<file path="config.mk">
export PLATFORM = sky130hd
export DESIGN_NAME = mmio_io_ctrl
export DESIGN_NICKNAME = d
export VERILOG_FILES = /design/src/rtl/io_pkg.sv /design/src/rtl/io_debounce.sv /design/src/rtl/mmio_io_ctrl.sv
export SDC_FILE = /design/constraint.sdc
export NUM_CORES = 1
export LEC_CHECK = 0
export BUFFER_PORTS_ARGS = -buffer_cell sky130_fd_sc_hd__buf_2
export CAP_MARGIN = 30
export CORE_MARGIN = 2
export CORE_UTILIZATION = 40
export CTS_CLUSTER_DIAMETER = 80
export DETAILED_ROUTE_END_ITERATION = 6
export GPL_TIMING_DRIVEN = 0
export PLACE_DENSITY = 0.67
export SLEW_MARGIN = 25
export SYNTH_ARGS = -nofsm -noshare
export SYNTH_HDL_FRONTEND = slang
export SYNTH_SLANG_ARGS = --single-unit
</file>
<file path="constraint.sdc">
create_clock -name clk -period 12.7 [get_ports clk]
set_clock_uncertainty 0.05 [all_clocks]
set_input_delay 3.81 -clock clk [delete_from_list [all_inputs] [get_ports clk]]
set_output_delay 3.81 -clock clk [all_outputs]
set_load 0.05 [all_outputs]
</file>
<file path="src/rtl/io_pkg.sv">
// Shared definitions for the memory-mapped board I/O controller:
// register offsets within the window, the switch-interrupt enable bit,
// and the offset decoder used by the bus front end.
package io_pkg;

  localparam logic [7:0] OFF_HEX      = 8'h00;
  localparam logic [7:0] OFF_LEDR     = 8'h04;
  localparam logic [7:0] OFF_LEDG     = 8'h08;
  localparam logic [7:0] OFF_KEY      = 8'h10;
  localparam logic [7:0] OFF_SW       = 8'h14;
  localparam logic [7:0] OFF_KEY_EDGE = 8'h18;
  localparam logic [7:0] OFF_SW_EDGE  = 8'h1C;
  localparam logic [7:0] OFF_IRQ_EN   = 8'h20;

  // Bit of IRQ_EN that enables interrupts from every switch edge.
  localparam int IRQ_SW_BIT = 31;

  typedef enum logic [3:0] {
    REG_HEX,
    REG_LEDR,
    REG_LEDG,
    REG_KEY,
    REG_SW,
    REG_KEY_EDGE,
    REG_SW_EDGE,
    REG_IRQ_EN,
    REG_NONE
  } reg_sel_e;

  // Map a byte offset inside the window onto a register; anything not in
  // the map (including misaligned offsets) selects nothing.
  function automatic reg_sel_e decode_offset(input logic [7:0] off);
    reg_sel_e sel;
    case (off)
      OFF_HEX:      sel = REG_HEX;
      OFF_LEDR:     sel = REG_LEDR;
      OFF_LEDG:     sel = REG_LEDG;
      OFF_KEY:      sel = REG_KEY;
      OFF_SW:       sel = REG_SW;
      OFF_KEY_EDGE: sel = REG_KEY_EDGE;
      OFF_SW_EDGE:  sel = REG_SW_EDGE;
      OFF_IRQ_EN:   sel = REG_IRQ_EN;
      default:      sel = REG_NONE;
    endcase
    return sel;
  endfunction

endpackage

</file>
<file path="src/rtl/io_debounce.sv">
// Per-channel input conditioning: a two-flop synchroniser followed by a
// counter-based debouncer. A channel's stable value only follows the
// synchronised input after it has held a new level for DEBOUNCE_CYCLES
// consecutive clocks. Inputs arrive already normalised so that 0 is the
// inactive level; the synchroniser therefore clears to 0.
module io_debounce #(
  parameter int WIDTH           = 1,
  parameter int DEBOUNCE_CYCLES = 1
) (
  input  logic             clk,
  input  logic             reset,
  input  logic [WIDTH-1:0] din,
  output logic [WIDTH-1:0] stable,
  output logic [WIDTH-1:0] toggle
);

  // Counter only has to reach DEBOUNCE_CYCLES-1.
  localparam int CW = (DEBOUNCE_CYCLES > 1) ? $clog2(DEBOUNCE_CYCLES) : 1;
  localparam logic [CW-1:0] CNT_LAST = CW'(DEBOUNCE_CYCLES - 1);

  logic [WIDTH-1:0] sync1_q, sync2_q;
  logic [WIDTH-1:0] stable_q, stable_d;
  logic [CW-1:0]    cnt_q [WIDTH];
  logic [CW-1:0]    cnt_d [WIDTH];

  // Count consecutive clocks where the synchronised input disagrees with
  // the stable value; accept the new level when the run is long enough.
  always_comb begin
    // NOTE: every combinational output gets a default before any branch,
    // otherwise a path that skips an assignment infers a latch.
    stable_d = stable_q;
    toggle   = '0;
    for (int i = 0; i < WIDTH; i++) begin
      cnt_d[i] = '0;
      if (sync2_q[i] != stable_q[i]) begin
        if (cnt_q[i] == CNT_LAST) begin
          stable_d[i] = sync2_q[i];
          toggle[i]   = 1'b1;
        end else begin
          cnt_d[i] = cnt_q[i] + 1'b1;
        end
      end
    end
  end

  // Synchroniser, counters and stable value; reset drops any pending change.
  always_ff @(posedge clk or posedge reset) begin
    if (reset) begin
      sync1_q  <= '0;
      sync2_q  <= '0;
      stable_q <= '0;
      // NOTE: the counter array is per-channel control state, not storage,
      // so every entry is cleared; a stale count would shorten the first
      // debounce after reset.
      for (int i = 0; i < WIDTH; i++) cnt_q[i] <= '0;
    end else begin
      // NOTE: non-blocking assignments let sync2 take the old sync1 value,
      // which is what makes this a two-stage synchroniser.
      sync1_q  <= din;
      sync2_q  <= sync1_q;
      stable_q <= stable_d;
      for (int i = 0; i < WIDTH; i++) cnt_q[i] <= cnt_d[i];
    end
  end

  assign stable = stable_q;

endmodule

</file>
<file path="src/rtl/mmio_io_ctrl.sv">
// Memory-mapped controller for KEY, SW, HEX, LEDR and LEDG. Claims its own
// 256-byte window on the data bus, debounces the button and switch pins,
// keeps sticky edge-capture registers and raises a level interrupt.
module mmio_io_ctrl
  import io_pkg::*;
#(
  parameter int               DBITS           = 32,
  parameter logic [DBITS-1:0] IO_BASE         = 32'hF000_0000,
  parameter int               NUM_KEYS        = 4,
  parameter int               NUM_SW          = 10,
  parameter int               NUM_LEDR        = 10,
  parameter int               NUM_LEDG        = 8,
  parameter int               HEX_DIGITS      = 4,
  parameter int               KEY_ACTIVE_LOW  = 1,
  parameter int               DEBOUNCE_CYCLES = 50000
) (
  input  logic                    clk,
  input  logic                    reset,
  input  logic                    we,
  input  logic                    re,
  input  logic [DBITS-1:0]        addr,
  input  logic [DBITS-1:0]        wdata,
  output logic [DBITS-1:0]        rdata,
  output logic                    rd_valid,
  input  logic [NUM_KEYS-1:0]     key_in,
  input  logic [NUM_SW-1:0]       sw_in,
  output logic [NUM_LEDR-1:0]     ledr_out,
  output logic [NUM_LEDG-1:0]     ledg_out,
  output logic [4*HEX_DIGITS-1:0] hex_out,
  output logic                    irq
);

  localparam int HEX_W = 4 * HEX_DIGITS;

  // Writable bits of IRQ_EN: one per key plus the global switch enable.
  localparam logic [DBITS-1:0] IRQ_EN_MASK =
    (DBITS'(1) << IRQ_SW_BIT) | DBITS'((64'd1 << NUM_KEYS) - 64'd1);

  // ---------------------------------------------------------------------
  // Input conditioning
  // ---------------------------------------------------------------------
  logic [NUM_KEYS-1:0] key_norm, key_stable, key_toggle, key_rise;
  logic [NUM_SW-1:0]   sw_stable, sw_toggle;

  // Keys are flipped to 1 = pressed before synchronising, so the debouncer
  // always treats 0 as the released level.
  assign key_norm = (KEY_ACTIVE_LOW != 0) ? ~key_in : key_in;

  io_debounce #(
    .WIDTH           (NUM_KEYS),
    .DEBOUNCE_CYCLES (DEBOUNCE_CYCLES)
  ) u_key_db (
    .clk    (clk),
    .reset  (reset),
    .din    (key_norm),
    .stable (key_stable),
    .toggle (key_toggle)
  );

  io_debounce #(
    .WIDTH           (NUM_SW),
    .DEBOUNCE_CYCLES (DEBOUNCE_CYCLES)
  ) u_sw_db (
    .clk    (clk),
    .reset  (reset),
    .din    (sw_in),
    .stable (sw_stable),
    .toggle (sw_toggle)
  );

  // A key press is a toggle of a channel that is currently released.
  assign key_rise = key_toggle & ~key_stable;

  // ---------------------------------------------------------------------
  // Bus decode
  // ---------------------------------------------------------------------
  logic     hit;
  reg_sel_e sel;

  assign hit = (addr[DBITS-1:8] == IO_BASE[DBITS-1:8]) && (addr[1:0] == 2'b00);
  assign sel = hit ? decode_offset(addr[7:0]) : REG_NONE;

  // ---------------------------------------------------------------------
  // Register state
  // ---------------------------------------------------------------------
  logic [HEX_W-1:0]    hex_q, hex_d;
  logic [NUM_LEDR-1:0] ledr_q, ledr_d;
  logic [NUM_LEDG-1:0] ledg_q, ledg_d;
  logic [DBITS-1:0]    irq_en_q, irq_en_d;
  logic [NUM_KEYS-1:0] key_edge_q, key_edge_d, key_clr;
  logic [NUM_SW-1:0]   sw_edge_q, sw_edge_d, sw_clr;
  logic                irq_q, irq_d;
  logic [DBITS-1:0]    rdata_q, rdata_d, rd_mux;
  logic                rd_valid_q, rd_valid_d;

  // Read mux over current register contents; unused upper bits read as 0.
  always_comb begin
    rd_mux = '0;
    case (sel)
      REG_HEX:      rd_mux[HEX_W-1:0]    = hex_q;
      REG_LEDR:     rd_mux[NUM_LEDR-1:0] = ledr_q;
      REG_LEDG:     rd_mux[NUM_LEDG-1:0] = ledg_q;
      REG_KEY:      rd_mux[NUM_KEYS-1:0] = key_stable;
      REG_SW:       rd_mux[NUM_SW-1:0]   = sw_stable;
      REG_KEY_EDGE: rd_mux[NUM_KEYS-1:0] = key_edge_q;
      REG_SW_EDGE:  rd_mux[NUM_SW-1:0]   = sw_edge_q;
      REG_IRQ_EN:   rd_mux               = irq_en_q;
      default:      rd_mux               = '0;
    endcase
  end

  // Next-state for writable registers, edge capture, interrupt and read port.
  always_comb begin
    hex_d      = hex_q;
    ledr_d     = ledr_q;
    ledg_d     = ledg_q;
    irq_en_d   = irq_en_q;
    key_clr    = '0;
    sw_clr     = '0;
    if (we) begin
      case (sel)
        REG_HEX:      hex_d    = wdata[HEX_W-1:0];
        REG_LEDR:     ledr_d   = wdata[NUM_LEDR-1:0];
        REG_LEDG:     ledg_d   = wdata[NUM_LEDG-1:0];
        REG_KEY_EDGE: key_clr  = wdata[NUM_KEYS-1:0];
        REG_SW_EDGE:  sw_clr   = wdata[NUM_SW-1:0];
        REG_IRQ_EN:   irq_en_d = wdata & IRQ_EN_MASK;
        default:      ;
      endcase
    end

    // Set is OR-ed in after the clear so a same-cycle set survives.
    key_edge_d = (key_edge_q & ~key_clr) | key_rise;
    sw_edge_d  = (sw_edge_q & ~sw_clr) | sw_toggle;

    irq_d = (|(key_edge_q & irq_en_q[NUM_KEYS-1:0]))
          | (irq_en_q[IRQ_SW_BIT] & (|sw_edge_q));

    // Read returns pre-write contents and holds until the next read.
    rdata_d    = re ? rd_mux : rdata_q;
    rd_valid_d = re;
  end

  // All bus-visible state, cleared asynchronously.
  always_ff @(posedge clk or posedge reset) begin
    if (reset) begin
      hex_q      <= '0;
      ledr_q     <= '0;
      ledg_q     <= '0;
      irq_en_q   <= '0;
      key_edge_q <= '0;
      sw_edge_q  <= '0;
      irq_q      <= 1'b0;
      rdata_q    <= '0;
      rd_valid_q <= 1'b0;
    end else begin
      hex_q      <= hex_d;
      ledr_q     <= ledr_d;
      ledg_q     <= ledg_d;
      irq_en_q   <= irq_en_d;
      key_edge_q <= key_edge_d;
      sw_edge_q  <= sw_edge_d;
      irq_q      <= irq_d;
      rdata_q    <= rdata_d;
      rd_valid_q <= rd_valid_d;
    end
  end

  assign hex_out  = hex_q;
  assign ledr_out = ledr_q;
  assign ledg_out = ledg_q;
  assign irq      = irq_q;
  assign rdata    = rdata_q;
  assign rd_valid = rd_valid_q;

endmodule

</file>
==> flow_summary.ini <==
[logic_synthesis]
ys_ff_latch = 338
synth_edf_count = 0
yosysTopAreaCellShare_pct = 54.02
synth_top_area_cell = dfrtp_1
yosysSeqAreaShare_pct = 54.02
ys_types = 50
syn_area_um2 = 15660
synth_area_per_cell_um2 = 10.43
netlist_top_cells_area = dfrtp_1 54%, xnor2_1 8.4%, nor2_1 7.2%
synth_warnings = 0
ys.flop_type = dfrtp_1
async_reset_ff_share_pct = 100.0
syn_inst = 1502

[global_routing]
grt_max_degree = 33
overflow = 0
antenna_found_initial = 2
first_global_vias = 11160
grt_pass1_wl_um = 57130
track_usage_pct = 17.21

[place]
gp_congestion = 0.8169
io_buffers = 119
dp_hpwl_um = 24910
place_inst = 2166

[drt]
drt-pass1-iter-count = 6
final_antenna_net_count = 0
viasPerCell = 4.991
dr_total_vias = 11160
drc = 0
wl_um = 34410
drtIter0Drc = 754
drt-wirelength-per-cell_um = 15.39

[layout]
final_cell_count_no_fill = 2236
final_nets = 1783
layout_common_cells = 338 x dfrtp_1, 300 x nor2_1, 150 x xnor2_1, 123 x buf_2, 96 x nand2_1
fill_cells = 3479
syn_to_final_growth_pct = 18.68
layout-drive-gt1-share_pct = 16.67
final_common_cell = dfrtp_1

[timing]
maxSlewHeadroom_pct = 41.24
rsz0062_at_grt = no
slew_viol_final = 0
finalHoldViolations = 0
min_period_ps = 6074
setup_viol = 0
final.setup.tns_ps = 0
tightest_slew_ps = 881.5
period_share_pct = 47.83
fmax_mhz = 164.6

[die]
rows = 72
die_h_um = 201.9
floorplan.io_pins = 150
coreArea_um2 = 38650
initial_core_util_pct = 40.52
dieArea_um2 = 40750
fp.dieW_um = 201.9

[clocking]
post_cts_buffers = 0
clock-sinks = 338
cts_tree = built
cts.path.max_buffers = 3
ctsRootBufferMaster = clkbuf_16
cts-htree-levels = 2
cts_made_buffers = 37
cts.reportedPaths.clkPinSlew_ps = 60
holdBufCountCts = 0
post_cts_resized = 0
worstSkewPairLatency_ps = 540

[worst_setup_path]
arrival_ps = 6440
crit_path_start_kind = primary input
ff2ff_path_depth = 7
cp_max_fo = 8
path_class = in2reg
endpoint_kind = flop
critPathRequiredTime_ps = 13060

[worst_hold_path]
worstHoldPathCells = 0
hp-class = reg2reg

[power]
vdd.ir_drop.worst_uv = 97.10
leakagePower_nw = 8.459
powerDensity_nw_per_um2 = 127.7

[outcome]
status = finished, final reports clean

[job]
maxCapViolCount = 0
worst max-delay path, cell delays in order:
cell	delay [ps]
buf_2	100
nor4_1	670
nand4_1	420
nor2_1	540
and4_1	260
buf_2	250
mux2_2	370
synthesized netlist by cell type (all sizes together), types with 9 or more instances:
master / count
dfrtp: 338
nor2: 300
xnor2: 150
nand2: 96
nand3: 79
xor2: 70
and3: 63
mux2: 56
nand4: 48
clkbuf: 44
nor3: 43
inv: 35
buf: 23
and4: 17
o2bb2ai: 17
ha: 14
nor4b: 14
nor2b: 13
o21ai: 13
mux2i: 10
a22oi: 9
cell families after synthesis:
group	share of synthesized area (%)
buf+inv	3.012
simple gates	21.11
flops	54.02
compound gates	3.220
fa+ha+maj	1.119
other cells	0.02395
mux	5.194
xor+xnor	12.31
registers in the layout, indices dropped and copies added, names as in the netlist, 4 cells and up:
name              flops
irq_en_q              5
u_sw_db.stable       10
u_sw_db.cnt_q       160
hex_out              16
sw_edge_q            10
u_key_db.sync1_q      4
u_key_db.sync2_q      4
u_key_db.stable       4
u_sw_db.sync1_q      10
rdata                17
u_sw_db.sync2_q      10
u_key_db.cnt_q       64
ledg_out              8
ledr_out             10
key_edge_q            4
path summary, 6_finish.rpt:
path	startpoint	endpoint	slack, ps
worst max-delay path	addr[7]	ledg_out[3]$_DFFE_PP0P_	6630
worst min-delay path	u_sw_db.sync1_q[7]$_DFF_PP0_	u_sw_db.sync2_q[7]$_DFF_PP0_	300
worst max register to register	u_key_db.cnt_q[16]$_DFF_PP0_	u_key_db.cnt_q[30]$_DFF_PP0_	10550
worst min register to register	u_sw_db.sync1_q[7]$_DFF_PP0_	u_sw_db.sync2_q[7]$_DFF_PP0_	300
max in group asynchronous	reset	u_key_db.cnt_q[62]$_DFF_PP0_	8260
min in group asynchronous	reset	u_sw_db.cnt_q[107]$_DFF_PP0_	3340
area by class of cell:
type,count,area [µm²],area share [%]
diodes,2,5.005,0.02693
clock buffers,53,1109,5.965
well taps,518,648.1,3.488
inverters,35,135.1,0.7271
multi-input cells,1076,6790,36.54
clock inverters,15,229.0,1.232
plain buffers,67,340.3,1.831
flip-flops and latches,338,8458,45.51
repair buffers,132,869.6,4.679
through the flow:
step                util, %  power (mW)  area, µm²  setup WS (ps)  hold WS (ps)
global route          48.08       2.464      18580           6400         307.0
global placement      43.88       1.222      16960           2420         285.2
detailed placement    44.61       1.233      17240           6088         285.5
finish                48.09       2.374      18580           6626         298.9
CTS                   48.07       2.403      18580           6640         300.5
floorplan                 -       1.188      15720           4321         281.2
where the power goes:
part           leakage (nW)  internal [mW]  switching (mW)
clock network         0.666          0.730           0.431
registers              4.57           1.09          0.0123
logic                  3.22         0.0370          0.0706
total                  8.46           1.86           0.514
layer usage:
metal	vias up	GRT usage (%)	wire, µm
met5	-	0	0
met4	0	6.381	1072
met3	65	3.515	1872
met2	245	26.93	15590
met1	5411	23.72	15880
li1	5438	-	-
No activity file was read; power rests on OpenSTA's default activity.
